`config.mk`:
```
export PLATFORM = sky130hd
export DESIGN_NAME = ahb_sram_if_p
export DESIGN_NICKNAME = d
export VERILOG_FILES = /design/src/rtl/ahb_sram_pkg.sv /design/src/rtl/ahb_lane_decode.sv /design/src/rtl/ahb_sram_if_p.sv
export SDC_FILE = /design/constraint.sdc
export NUM_CORES = 1
export LEC_CHECK = 0
export ABC_AREA = 1
export BUFFER_PORTS_ARGS = -buffer_cell sky130_fd_sc_hd__clkbuf_2
export CAP_MARGIN = 30
export CORE_AREA = 2 2 94 96
export CTS_CLUSTER_DIAMETER = 50
export DETAILED_ROUTE_END_ITERATION = 7
export DIE_AREA = 0 0 96 98
export GPL_ROUTABILITY_DRIVEN = 1
export PLACE_DENSITY = 0.86
export SLEW_MARGIN = 20
export SYNTH_ARGS = -nofsm -noshare
export SYNTH_HDL_FRONTEND = slang
export SYNTH_HIERARCHICAL = 1
export SYNTH_SLANG_ARGS = --single-unit
```
`constraint.sdc`:
```
create_clock -name hclk -period 8 [get_ports hclk]
set_input_delay 2.4 -clock hclk [delete_from_list [all_inputs] [get_ports hclk]]
set_output_delay 2.4 -clock hclk [all_outputs]
set_load 0.005 [all_outputs]
```
`src/rtl/ahb_sram_pkg.sv`:
```
// Shared AHB encodings and controller state for the AHB-to-SRAM bridge.
package ahb_sram_pkg;

  localparam logic [1:0] HTRANS_IDLE   = 2'b00;
  localparam logic [1:0] HTRANS_BUSY   = 2'b01;
  localparam logic [1:0] HTRANS_NONSEQ = 2'b10;
  localparam logic [1:0] HTRANS_SEQ    = 2'b11;

  localparam logic [2:0] HSIZE_BYTE  = 3'd0;
  localparam logic [2:0] HSIZE_HALF  = 3'd1;
  localparam logic [2:0] HSIZE_WORD  = 3'd2;
  localparam logic [2:0] HSIZE_DWORD = 3'd3;

  localparam logic HRESP_OKAY  = 1'b0;
  localparam logic HRESP_ERROR = 1'b1;

  typedef enum logic [2:0] {IDLE, WR, RDW, RD, ERR1, ERR2} state_t;

endpackage

```
`src/rtl/ahb_lane_decode.sv`:
```
// Byte-lane mask and size/alignment error for one AHB address phase.
module ahb_lane_decode #(
  parameter  int DATA_W = 32,
  localparam int BYTES  = DATA_W / 8,
  localparam int OFS    = $clog2(BYTES)
) (
  input  logic [2:0]       hsize,
  input  logic [OFS-1:0]   addr_lo,
  output logic [BYTES-1:0] lanes,
  output logic             err
);

  int nbytes;
  int lo;

  always_comb begin
    nbytes = 1 << hsize;
    lo     = int'(addr_lo);
    err    = (int'(hsize) > OFS) || ((lo & (nbytes - 1)) != 0);
    lanes  = '0;
    for (int i = 0; i < BYTES; i++) begin
      lanes[i] = !err && (i >= lo) && (i < lo + nbytes);
    end
  end

endmodule

```
`src/rtl/ahb_sram_if_p.sv`:
```
// AHB-Lite slave in front of a single-port synchronous SRAM, with a
// priority loader port that can steal the SRAM for whole cycles.
module ahb_sram_if_p
  import ahb_sram_pkg::*;
#(
  parameter int ADDR_W  = 16,
  parameter int DATA_W  = 32,
  parameter int RD_WAIT = 0
) (
  input  logic                  hclk,
  input  logic                  hreset,
  input  logic                  hsel,
  input  logic                  hreadyin,
  input  logic [1:0]            htrans,
  input  logic                  hwrite,
  input  logic [2:0]            hsize,
  input  logic [31:0]           haddr,
  input  logic [DATA_W-1:0]     hwdata,
  output logic [DATA_W-1:0]     hrdata,
  output logic                  hreadyout,
  output logic                  hresp,
  input  logic                  ld_en,
  input  logic [ADDR_W-1:0]     ld_addr,
  input  logic [DATA_W-1:0]     ld_data,
  output logic [DATA_W/8-1:0]   mem_wen,
  output logic                  mem_ren,
  output logic [ADDR_W-1:0]     mem_addr,
  output logic [DATA_W-1:0]     mem_wdata,
  input  logic [DATA_W-1:0]     mem_rdata
);

  localparam int BYTES = DATA_W / 8;
  localparam int OFS   = $clog2(BYTES);
  localparam logic [3:0] CNT_RD  = 4'(RD_WAIT);
  localparam logic [3:0] CNT_COL = 4'(RD_WAIT + 1);

  state_t              state;
  logic [3:0]          cnt;
  logic [ADDR_W-1:0]   addr_p1;
  logic [BYTES-1:0]    lanes_p1;
  logic [DATA_W-1:0]   rd_buf;
  logic                rd_buf_vld;

  logic [ADDR_W-1:0]   haddr_word;
  logic [BYTES-1:0]    dec_lanes;
  logic                dec_err;
  logic                ld_act;
  logic                acc;
  logic                unused_bits;

  assign haddr_word  = haddr[ADDR_W+OFS-1:OFS];
  assign unused_bits = ^{haddr[31:ADDR_W+OFS], htrans[0]};

  ahb_lane_decode #(.DATA_W(DATA_W)) u_lane_decode (
    .hsize   (hsize),
    .addr_lo (haddr[OFS-1:0]),
    .lanes   (dec_lanes),
    .err     (dec_err)
  );

  // Loader strobes are masked by reset so the SRAM sees nothing while hreset is high.
  assign ld_act = ld_en & ~hreset;

  always_comb begin
    case (state)
      IDLE, WR, RD, ERR2: hreadyout = ~ld_act;
      default:            hreadyout = 1'b0;
    endcase
  end

  assign acc   = hsel & hreadyin & htrans[1] & hreadyout & ~hreset;
  assign hresp = (state == ERR1 || state == ERR2) ? HRESP_ERROR : HRESP_OKAY;

  always_comb begin
    hrdata = '0;
    if (state == RD && !ld_act) hrdata = rd_buf_vld ? rd_buf : mem_rdata;
  end

  // Read strobe goes out one cycle before the data phase completes; a read
  // arriving while WR owns the port is pushed into RDW instead.
  always_comb begin
    mem_ren = 1'b0;
    if (state == RDW && cnt == 4'd1 && !ld_act) mem_ren = 1'b1;
    else if (acc && !hwrite && !dec_err && RD_WAIT == 0 && state != WR) mem_ren = 1'b1;
  end

  always_comb begin
    mem_wen   = '0;
    mem_addr  = haddr_word;
    mem_wdata = hwdata;
    if (ld_act) begin
      mem_wen   = '1;
      mem_addr  = ld_addr;
      mem_wdata = ld_data;
    end else if (state == WR) begin
      mem_wen  = lanes_p1;
      mem_addr = addr_p1;
    end else if (state == RDW) begin
      mem_addr = addr_p1;
    end
  end

  // Address phase -> data phase
  always_ff @(posedge hclk or posedge hreset) begin
    if (hreset) begin
      state      <= IDLE;
      cnt        <= '0;
      addr_p1    <= '0;
      lanes_p1   <= '0;
      rd_buf_vld <= 1'b0;
    end else if (ld_en) begin
      if (state == RD) rd_buf_vld <= 1'b1;
    end else begin
      rd_buf_vld <= 1'b0;
      if (acc) begin
        addr_p1  <= haddr_word;
        lanes_p1 <= dec_lanes;
        if (dec_err) begin
          state <= ERR1;
        end else if (hwrite) begin
          state <= WR;
        end else if (state == WR) begin
          cnt   <= CNT_COL;
          state <= RDW;
        end else if (RD_WAIT == 0) begin
          state <= RD;
        end else begin
          cnt   <= CNT_RD;
          state <= RDW;
        end
      end else begin
        case (state)
          RDW: begin
            cnt <= cnt - 4'd1;
            if (cnt == 4'd1) state <= RD;
          end
          ERR1:    state <= ERR2;
          default: state <= IDLE;
        endcase
      end
    end
  end

  // Read data held across a loader stall of the RD cycle
  always_ff @(posedge hclk) begin
    if (ld_en && state == RD && !rd_buf_vld) rd_buf <= mem_rdata;
  end

endmodule

```
**Word-level counts from Yosys, hierarchy flattened**

Index checks and enable logic that the tools add are counted.

- Flip-flop bits (word level): 60
- Input bits: 155
- Word-level logic and storage cells: 92

- $add $sub $neg: 3
- Order comparisons: 8
- Equality and inequality tests: 12
- Shift operators: 1
- Mux-type cells: 25
- Bitwise gates (word level): 9
- Reductions and logical operators: 28

Operators with widths:

| kind | count |
|---|---|
| two-way mux 32 bit | 3 |
| less-than comparator 3 x 32 -> 1 bit, first input constant | 2 |
| two-way mux 16 bit | 3 |
| adder 3 x 32 -> 32 bit | 1 |
| AND 3 x 32 -> 32 bit | 1 |
| less-than comparator 1 x 32 -> 1 bit, first input constant | 1 |
| less-than comparator 2 x 32 -> 1 bit, first input constant | 1 |
| nonzero test 32 bit | 1 |
| << shifter 1 x 3 -> 32 bit, first input constant | 1 |
| subtractor 32 x 2 -> 32 bit, second input constant | 1 |
| two-way mux 4 bit | 7 |
| logical AND 1 bit | 15 |
| two-way mux 3 bit | 3 |
| two-way mux 1 bit | 7 |
| equality test 3 x 2 -> 1 bit, second input constant | 2 |
| equality test 3 bit, second input constant | 2 |
| case mux 3 bit (2 select lines) | 1 |
| AND 1 bit | 5 |
| AND reduction 5 bit | 1 |
| equality test 4 x 1 -> 1 bit, second input constant | 1 |
| greater-or-equal comparator 1 x 2 -> 1 bit, first input constant | 2 |
| zero test 1 bit | 4 |
| inequality test 2 x 1 -> 1 bit, second input constant | 2 |
| inequality test 2 bit, second input constant | 2 |
| other kinds (13) | 17 |

**Longest topological paths before layout**

Gate-level depths: netlist (run 1).

- Word-level depth: 11
- Gate-level depth with buffers: 13
- Gate-level depth less buffers: 13

**Hierarchy**

The synthesis (run 1) kept the hierarchy.

Modules (own cells, without submodules):

| module | times used | cells an instance | area an instance (µm²) | sequential area each (µm²) |
|---|---|---|---|---|
| ahb_sram_if_p | 1 | 424 | 3647.2 | 1661.6 |
| ahb_lane_decode | 1 | 42 | 222.7 | 0.0 |

**Worst setup path before layout (run 1)**

OpenSTA, ideal clock, no wires.

- Path type: input-to-output
- Start: input hreset
- End: output mem_addr[2]
- Arrival time: 3.469 ns
- Data required time: 5.600 ns
- Setup slack: 2.131 ns
- Stages on the path: 5
- Path buffers: 2
- Cell sequence: inv_2 -> nand2_4 -> buf_2 -> buf_2 -> a31oi_1

- Word-level cells in the longest chain between the ends: 3

Ends and longest elaborated chain:

| what | line | source |
|---|---|---|
| start: declaration | ahb_sram_if_p.sv:11 | `input logic hreset,` |
| inverter 1 bit | ahb_sram_if_p.sv:62 | `assign ld_act = ld_en & ~hreset;` |
| AND 1 bit | ahb_sram_if_p.sv:62 |  |
| two-way mux 16 bit | ahb_sram_if_p.sv:91 | `if (ld_act) begin` |
| end: declaration | ahb_sram_if_p.sv:27 | `output logic [ADDR_W-1:0] mem_addr,` |

Every way passes these cells.

**Worst setup path after layout (run 1)**

- Start: input ld_en
- End: output mem_wdata[6]

- Word-level cells in the longest chain between the ends: 2

Ends and longest elaborated chain:

| what | line | source |
|---|---|---|
| start: declaration | ahb_sram_if_p.sv:22 | `input logic ld_en,` |
| AND 1 bit | ahb_sram_if_p.sv:62 |  |
| two-way mux 32 bit | ahb_sram_if_p.sv:91 |  |
| end: declaration | ahb_sram_if_p.sv:28 | `output logic [DATA_W-1:0] mem_wdata,` |

Every way passes these cells.

==> results.json, run 1 <==
{
  "largest_net_degree_at_the_start_of_global_routing": 41,
  "nFillCells": 734,
  "tritoncts": "done",
  "grt-busiest-layer": "met2",
  "achievable-frequency_mhz": 159,
  "cts_made_buffers": 9,
  "port_buffers": 226,
  "finish.net_count": 843,
  "fp.dieH_um": 98,
  "synthesis.instances": 466,
  "rows": 34,
  "setup-violations-final": 0,
  "cap_violations": 0,
  "initial_core_util": 0.457,
  "maximum_clock_skew_at_final_layout_ps": 8.96,
  "worst_r2r_startpoint": "state[0]",
  "syn-num-nets": 627,
  "final_antenna_net_count": 0,
  "firstDrtPassIters": 5,
  "share_of_final_layout_standard_cells_stronger_than_drive_strength_1": 0.456,
  "cts.sinks": 60,
  "timing_hold_violations_final": 0,
  "gr-total-overflow": 0,
  "power_uw": 878,
  "critPathLaunchType": "input port",
  "average_size_of_a_mapped_cell_um2": 8.30,
  "number_of_antenna_violations_at_the_first_check_in_global_routing": 0,
  "synth_seq_area_share": 0.429,
  "p_leak_uw": 0.00274,
  "synth-edff-count": 32,
  "io_pins": 242,
  "total_setup_buffers_inserted_after_cts": 0,
  "routedWlPerCell_um": 13.1,
  "yosys_register_bits": 60,
  "clk_pin_slew_worst_paths_ps": 70,
  "grt_setup_unrepaired": "no",
  "relSlewSlack": 0.372,
  "met2_usage": 0.384,
  "postRouteWirelength_um": 10400,
  "post_cts_hold_buffer_count": 0,
  "total_via_count_after_detailed_routing": 3946,
  "globalRouteMet3Util": 0.0401,
  "grtUsageMet1": 0.282,
  "ys.flop_type": "edfxtp_1",
  "cts_htree_levels": 3,
  "dp.final_hpwl_um": 8280,
  "layout-area-overhead-vs-synth_pct": 34.6,
  "final_core_util": 0.615,
  "yosysWarnings": 6,
  "critPathMaxFanout": 40,
  "clkLatencyLatePin_ps": 330,
  "final_weighted_congestion_in_routability_driven_placement": 0.919,
  "vdd_ir_drop_max_uv": 85.7,
  "final_clock_period_utilization_by_the_worst_path": 0.787,
  "dpl.cell_count": 778,
  "detailedRoute.firstIterationViolations": 136,
  "post_synth_instance_area_mm2": 0.00387,
  "synth_async_sr_flop_share": 0.467,
  "die-width_um": 96,
  "finalWorstPathRequiredPeriod_ps": 6300,
  "critical_path.startpoint": "ld_en",
  "layoutNonFillerInstCount": 795,
  "final-max-slew-violation-count": 0,
  "totalNegativeSetupSlack_ps": 0,
  "drcViolationCount": 0,
  "wire_length_of_the_first_global_routing_pass_um": 16800,
  "drt-vias-per-instance": 4.96,
  "critPathRequiredTime_ps": 5600,
  "end_kind": "primary output",
  "core_area_mm2": 0.00847,
  "synthDistinctLibCells": 36,
  "actual_slew_at_the_worst_max_slew_pin_ps": 941,
  "criticalPathCategory": "in -> out",
  "via_count_of_the_first_global_routing_pass": 3745,
  "run_status": "completed",
  "grt_util_all_layers": 0.224,
  "root_buffer": "clkbuf_8",
  "critPathArrivalTime_ps": 3900,
  "final_design_area_no_fill_mm2": 0.00521,
  "fp.dieArea_mm2": 0.00941,
  "hold_path.class": "reg -> reg",
  "cts_buffer_depth": 2,
  "hold_path_startpoint": "addr_p1[6]",
  "ctsResizeCount": 0,
  "cellPowerDensity_mw_per_mm2": 169,
  "antenna_cells_inserted": 0,
  "post_placement_cell_area_mm2": 0.00500
}
[metal layers]
layer	vias to the layer above	part of all wire
met2	195	0.50
met3	11	0.080
met4	0	0.013
li1	1981	-
met5	-	0
met1	1759	0.41
[report_power, final]
part | total [µW] | switching [µW] | internal [µW]
Sequential | 384 | 22.4 | 361
Clock | 256 | 115 | 142
Combinational | 237 | 127 | 110
[area by class of cell]
class                   instances  area, µm²  share of cell area
well taps                     108        135              0.0259
clock inverters                 7       67.6              0.0130
multi-input cells             341       1900               0.365
flip-flops and latches         60       1660               0.319
repair buffers                230       1170               0.224
inverters                      40        151              0.0291
clock buffers                   9        124              0.0238
[worst max-delay path, stage by stage]
cell and delay, ps:
clkbuf_2 170, nand2_4 390, buf_4 410, mux2_2 390
clkbuf_2 120
[synth_stat cells, types with 3 or more instances]
| cell type | instances | area (µm²) |
|---|---|---|
| buf_2 | 8 | 40.0 |
| edfxtp_1 | 32 | 961 |
| nand3_4 | 3 | 52.6 |
| o21ai_0 | 10 | 50.1 |
| ha_1 | 5 | 62.6 |
| clkbuf_1 | 9 | 33.8 |
| inv_2 | 6 | 22.5 |
| o21ai_2 | 7 | 61.3 |
| o21ai_1 | 4 | 20.0 |
| dfrtp_1 | 28 | 701 |
| mux2_2 | 32 | 360 |
| a31oi_1 | 9 | 56.3 |
| nor2_1 | 42 | 158 |
| inv_1 | 33 | 124 |
| nand2_2 | 7 | 43.8 |
| nand2_1 | 133 | 499 |
| a21oi_1 | 41 | 205 |
| a21oi_2 | 5 | 43.8 |
| nand3_1 | 28 | 140 |
| buf_6 | 6 | 67.6 |
[metrics by stage]
stage          hold slack, ps  setup slack, ps
2_1_floorplan             449             2130
3_3_place_gp              464             1730
3_5_place_dp              467             1710
4_1_cts                   486             1710
5_1_grt                   521             1550
6_report                  484             1700
[sequential cells by signal (all words and copies together), names as in the netlist]
name and cells:
lanes_p1 4, state 3, cnt 4, rd_buf 32, addr_p1 16, rd_buf_vld 1
[cells in the final DEF, fill, tap and decap left out, types with 6 or more instances in the layout]
cell and instances:
clkbuf_2 226, nand2_1 133, nor2_1 42, a21oi_1 41, inv_1 33, mux2_2 32, edfxtp_1 32, nand3_1 28
dfrtp_1 28, o21ai_0 10, a31oi_1 9, clkbuf_8 9, nand2_2 7, o21ai_2 7, inv_2 6
[path summary, 6_finish.rpt]
check / endpoint / slack (ps) / cells past startpoint
setup reg to reg: state[2] / 6320 / 8
min in group asynchronous: state[1] / 2170 / 3
setup / recovery: mem_wdata[6] / 1700 / 5
hold / removal: addr_p1[6] / 480 / 2
hold reg to reg: addr_p1[6] / 480 / 2
max in group asynchronous: cnt[2] / 5560 / 3
[kinds of logic after synthesis]
family | after synthesis | share of synthesized area
buffers and inverters | 65 | 0.0811
multiplexers | 32 | 0.0931
adder cells (fa/ha/maj) | 6 | 0.0213
flip-flops | 60 | 0.429
AND/OR/NAND/NOR | 223 | 0.252
XOR/XNOR | 1 | 0.00226
AO/OA/AOI/OAI | 79 | 0.121
(Power assumes the default switching activity.)
==> inputs of run 2 (changes only) <==
Settings changed: CORE_AREA 2 2 94 96 to 2 2 97 99, DIE_AREA 0 0 96 98 to 0 0 99 101, PLACE_DENSITY 0.86 to 0.81.
Clock period 8 ns to 6 ns, I/O delays scaled along.
==> run 2 against run 1 <==
Die area increased by 6.3%. Sequential share of layout area decreased by 0.54 points. First-iteration DRC count increased by 84%. Clock power increased by 77%. Setup slack got worse by 790 ps. Critical endpoint is now mem_addr[7].
==> results.json, run 2 (synthesis gave the netlist of run 1 again) <==
{
  "run_status": "completed",
  "hold_path.class": "reg -> reg",
  "end_kind": "primary output",
  "layoutNonFillerInstCount": 800,
  "drt-vias-per-instance": 4.93,
  "timing.critical_path.cells": "clkbuf_2 -> nand2_4 -> buf_4 -> nor2_1 -> a31oi_1 -> clkbuf_2",
  "finalWorstPathRequiredPeriod_ps": 5090,
  "cp.depth": 6,
  "post_placement_cell_area_mm2": 0.00501,
  "finish.net_count": 845,
  "clk_pin_slew_worst_paths_ps": 80,
  "root_buffer": "clkbuf_8",
  "cap_violations": 0,
  "fp.dieH_um": 101,
  "internal_power_uw": 907,
  "largest_net_degree_at_the_start_of_global_routing": 38,
  "port_buffers": 226,
  "antenna_cells_inserted": 0,
  "share_clk_of_total_power": 0.351,
  "final_design_area_no_fill_mm2": 0.00530,
  "final_weighted_congestion_in_routability_driven_placement": 0.830,
  "cts_made_buffers": 9,
  "maximum_clock_skew_at_final_layout_ps": 13.3,
  "postRouteWirelength_um": 11400,
  "timing.hold.worst_path_depth": 2,
  "crit_path_top_delay_cell": "buf_4",
  "critPathArrivalTime_ps": 3290,
  "critPathLaunchType": "input port",
  "multi_input_gate_area_in_the_final_layout_mm2": 0.00190,
  "dpl.cell_count": 782,
  "layout_top_registers": "rd_buf (32), addr_p1 (16)",
  "psw_uw": 379,
  "io_pins": 242,
  "total_setup_buffers_inserted_after_cts": 0,
  "cts.sinks": 60,
  "critical_path.n_buffers_inverters": 3,
  "layout.cells.most_common": "clkbuf_2",
  "setup-violations-final": 0,
  "core_area_mm2": 0.00898,
  "p_leak_uw": 0.00278,
  "most-common-layout-cells": "clkbuf_2, nand2_1, nor2_1, a21oi_1, inv_1",
  "gr-total-overflow": 0,
  "criticalPathCategory": "in -> out",
  "clkLatencyLatePin_ps": 350,
  "nFillCells": 779,
  "drcViolationCount": 0,
  "die-width_um": 99,
  "dp.final_hpwl_um": 8750,
  "detailedRoute.firstIterationViolations": 250,
  "grt_util_all_layers": 0.219,
  "fp.dieArea_mm2": 0.0100,
  "firstDrtPassIters": 5,
  "cts_buffer_depth": 2,
  "post_cts_hold_buffer_count": 0,
  "timing_hold_violations_final": 0,
  "hold-worst-slack_ps": 488,
  "achievable-frequency_mhz": 196,
  "tritoncts": "done",
  "timing.critical_path.mode_cell": "clkbuf_2",
  "share_seq_of_total_power": 0.397,
  "share_of_final_layout_standard_cells_stronger_than_drive_strength_1": 0.459,
  "top_register": "rd_buf",
  "crit_family": "buffers and inverters",
  "final_clock_period_utilization_by_the_worst_path": 0.849,
  "regArea_mm2": 0.00166,
  "rows": 35,
  "relSlewSlack": 0.563,
  "total_via_count_after_detailed_routing": 3947,
  "ctsResizeCount": 0,
  "comb_power_share": 0.252,
  "max_reg_flops": 32,
  "routedWlPerCell_um": 14.2,
  "cellPowerDensity_mw_per_mm2": 243,
  "layout-area-overhead-vs-synth_pct": 36.9,
  "initial_core_util": 0.431,
  "grt_setup_unrepaired": "no",
  "cts_htree_levels": 3,
  "critPathRequiredTime_ps": 4200,
  "wire_length_of_the_first_global_routing_pass_um": 17500,
  "via_count_of_the_first_global_routing_pass": 3669,
  "actual_slew_at_the_worst_max_slew_pin_ps": 656,
  "timing.reg2reg.worst_path_depth": 5,
  "final_antenna_net_count": 0,
  "totalNegativeSetupSlack_ps": 0,
  "vdd_ir_drop_max_uv": 130,
  "critPathMaxFanout": 37,
  "final-max-slew-violation-count": 0,
  "number_of_antenna_violations_at_the_first_check_in_global_routing": 0,
  "crit_path_max_incr_delay_ps": 410,
  "final_core_util": 0.590,
  "share_of_total_power_consumed_by_net_switching": 0.295
}
run 2: final cells by class:
cell class / instances / area share
well taps: 111 / 0.0262
multi-input cells: 341 / 0.359
clock buffers: 9 / 0.0234
repair buffers: 232 / 0.226
inverters: 40 / 0.0286
clock inverters: 7 / 0.0231
flip-flops and latches: 60 / 0.314
run 2: final timing paths:
| check | startpoint | slack (ps) | endpoint |
|---|---|---|---|
| max | ld_en | 910 | mem_addr[7] |
| min | addr_p1[5] | 490 | addr_p1[5] |
| max reg2reg | state[1] | 4300 | rd_buf[30] |
| min reg2reg | addr_p1[5] | 490 | addr_p1[5] |
| max in group asynchronous | hreset | 4150 | rd_buf_vld |
| min in group asynchronous | hreset | 1570 | addr_p1[3] |
run 2: worst register-to-register path, cell delays in order, from the launching register on:
cell	delay [ps]
dfrtp_1	450
inv_2	110
nor3_2	210
inv_1	90
nor3_2	100
buf_4	390
run 2: power groups by stage:
stage / registers (µW) / logic (µW) / clock network [µW]
3_3_place_gp: 517 / 309 / 0
5_1_grt: 517 / 367 / 479
3_5_place_dp: 519 / 323 / 0
6_report: 511 / 324 / 452
2_1_floorplan: 511 / 197 / 0
4_1_cts: 511 / 325 / 460
run 2: routing by layer:
layer  GRT usage  vias up  share of wire
li1            -     1981              -
met1       0.308     1760           0.43
met2       0.349      193           0.47
met3      0.0423       13          0.089
met4      0.0580        0         0.0093
met5           0        -              0
run 2: stage by stage:
step | setup WS, ps | power (µW)
3_3_place_gp | 959 | 826
6_report | 909 | 1290
3_5_place_dp | 896 | 843
4_1_cts | 898 | 1300
2_1_floorplan | 1330 | 708
5_1_grt | 715 | 1360
==> inputs of run 3 (changes only) <==
Clock period 6 ns to 5.35 ns, I/O delays scaled along.
==> run 3 against run 2 <==
Combinational power grew 12%. Cell count is the same. Non-clock buffer count is the same. Critical path type unchanged.
==> results.json, run 3 (synthesis gave the netlist of run 1 again) <==
{
  "root_buffer": "clkbuf_8",
  "detailedRoute.firstIterationViolations": 180,
  "routedWlPerCell_um": 14.0,
  "share_seq_of_total_power": 0.398,
  "setup-violations-final": 0,
  "core_area_mm2": 0.00898,
  "final_antenna_net_count": 0,
  "totalNegativeSetupSlack_ps": 0,
  "critPathLaunchType": "input port",
  "largest_net_degree_at_the_start_of_global_routing": 40,
  "share_of_final_layout_standard_cells_stronger_than_drive_strength_1": 0.459,
  "run_status": "completed",
  "maximum_clock_skew_at_final_layout_ps": 10.3,
  "max_reg_flops": 32,
  "antenna_cells_inserted": 0,
  "final_weighted_congestion_in_routability_driven_placement": 0.798,
  "hold-worst-slack_ps": 485,
  "p_leak_uw": 0.00280,
  "postRouteWirelength_um": 11200,
  "clk_pin_slew_worst_paths_ps": 70,
  "drcViolationCount": 0,
  "ctsResizeCount": 0,
  "finalWorstPathRequiredPeriod_ps": 4640,
  "layout.cells.most_common": "clkbuf_2",
  "vdd_ir_drop_max_uv": 164,
  "crit_path_top_delay_cell": "nand2_2",
  "gr-total-overflow": 0,
  "rows": 35,
  "share_of_total_power_consumed_by_net_switching": 0.287,
  "port_buffers": 226,
  "rrSetupSlack_ps": 3440,
  "clkLatencyLatePin_ps": 340,
  "share_clk_of_total_power": 0.350,
  "top_register": "rd_buf",
  "cts_made_buffers": 9,
  "end_kind": "primary output",
  "critical_path.n_buffers_inverters": 2,
  "cellPowerDensity_mw_per_mm2": 271,
  "drt-vias-per-instance": 4.91,
  "crit_path_max_incr_delay_ps": 450,
  "via_count_of_the_first_global_routing_pass": 3631,
  "most-common-layout-cells": "clkbuf_2, nand2_1, nor2_1, a21oi_1, inv_1",
  "achievable-frequency_mhz": 215,
  "grt_setup_unrepaired": "no",
  "cap_violations": 0,
  "timing.critical_path.mode_cell": "clkbuf_2",
  "total_via_count_after_detailed_routing": 3931,
  "io_pins": 242,
  "finish.net_count": 845,
  "layout_top_registers": "rd_buf (32), addr_p1 (16)",
  "final_clock_period_utilization_by_the_worst_path": 0.868,
  "critPathRequiredTime_ps": 3740,
  "dp.final_hpwl_um": 8650,
  "post_cts_hold_buffer_count": 0,
  "tritoncts": "done",
  "power_uw": 1440,
  "wire_length_of_the_first_global_routing_pass_um": 17400,
  "critPathArrivalTime_ps": 3040,
  "relSlewSlack": 0.562,
  "initial_core_util": 0.431,
  "fp.dieH_um": 101,
  "critPathMaxFanout": 33,
  "grt_util_all_layers": 0.217,
  "layout-area-overhead-vs-synth_pct": 37.4,
  "hold_path.class": "reg -> reg",
  "cts.sinks": 60,
  "cts_buffer_depth": 2,
  "cts_htree_levels": 3,
  "timing_hold_violations_final": 0,
  "number_of_antenna_violations_at_the_first_check_in_global_routing": 0,
  "crit_family": "simple AND/OR/NAND/NOR gates",
  "total_setup_buffers_inserted_after_cts": 0,
  "die-width_um": 99,
  "criticalPathCategory": "in -> out",
  "timing.critical_path.cells": "clkbuf_2 -> nand2_4 -> nand2_2 -> a21oi_1 -> clkbuf_2",
  "comb_power_share": 0.251,
  "internal_power_uw": 1030,
  "psw_uw": 413,
  "firstDrtPassIters": 5,
  "fp.dieArea_mm2": 0.0100,
  "actual_slew_at_the_worst_max_slew_pin_ps": 657,
  "final-max-slew-violation-count": 0
}
run 3: metrics by stage:
stage               worst slack, ps  area [µm²]   util  instances
floorplan                       996        3870      -        466
global placement                744        5020  0.560        782
detailed placement              721        5020  0.560        782
CTS                             717        5270  0.587        798
global route                    539        5320  0.592        800
finish                          706        5320  0.592        800
run 3: final cells by class:
| cell class | count | area, µm² |
|---|---|---|
| fill | 796 | 3660 |
| multi-input combinational | 341 | 1900 |
| sequential | 60 | 1660 |
| timing repair buffer | 232 | 1220 |
| inverter | 40 | 151 |
| tap | 111 | 139 |
| clock buffer | 10 | 138 |
| clock inverter | 6 | 111 |
run 3: worst paths after layout:
| check | start | to | depth (start not counted) |
|---|---|---|---|
| max in group asynchronous | hreset | rd_buf_vld | 3 |
| worst max register to register | state[1] | rd_buf[16] | 5 |
| worst max-delay path | ld_en | hrdata[25] | 5 |
| min in group asynchronous | hreset | lanes_p1[2] | 3 |
| worst min register to register | addr_p1[7] | addr_p1[7] | 2 |
| worst min-delay path | addr_p1[7] | addr_p1[7] | 2 |
run 3: worst min-delay path, cell delays in order, from the launching register on:
cell,delay (ps)
dfrtp_1,350
nand2_1,60
nand2_1,50
run 3: metal layers:
metal | GRT usage | wire [µm]
met1 | 0.300 | 4810
met2 | 0.337 | 5260
met3 | 0.0610 | 1010
met4 | 0.0548 | 88
met5 | 0 | 0
run 3: power by group through the flow:
stage          clock [µW]  sequential [µW]  combinational, µW
5_1_grt               535              580                410
3_5_place_dp            0              583                362
6_report              505              574                363
4_1_cts               518              574                364
3_3_place_gp            0              579                347
2_1_floorplan           0              573                221
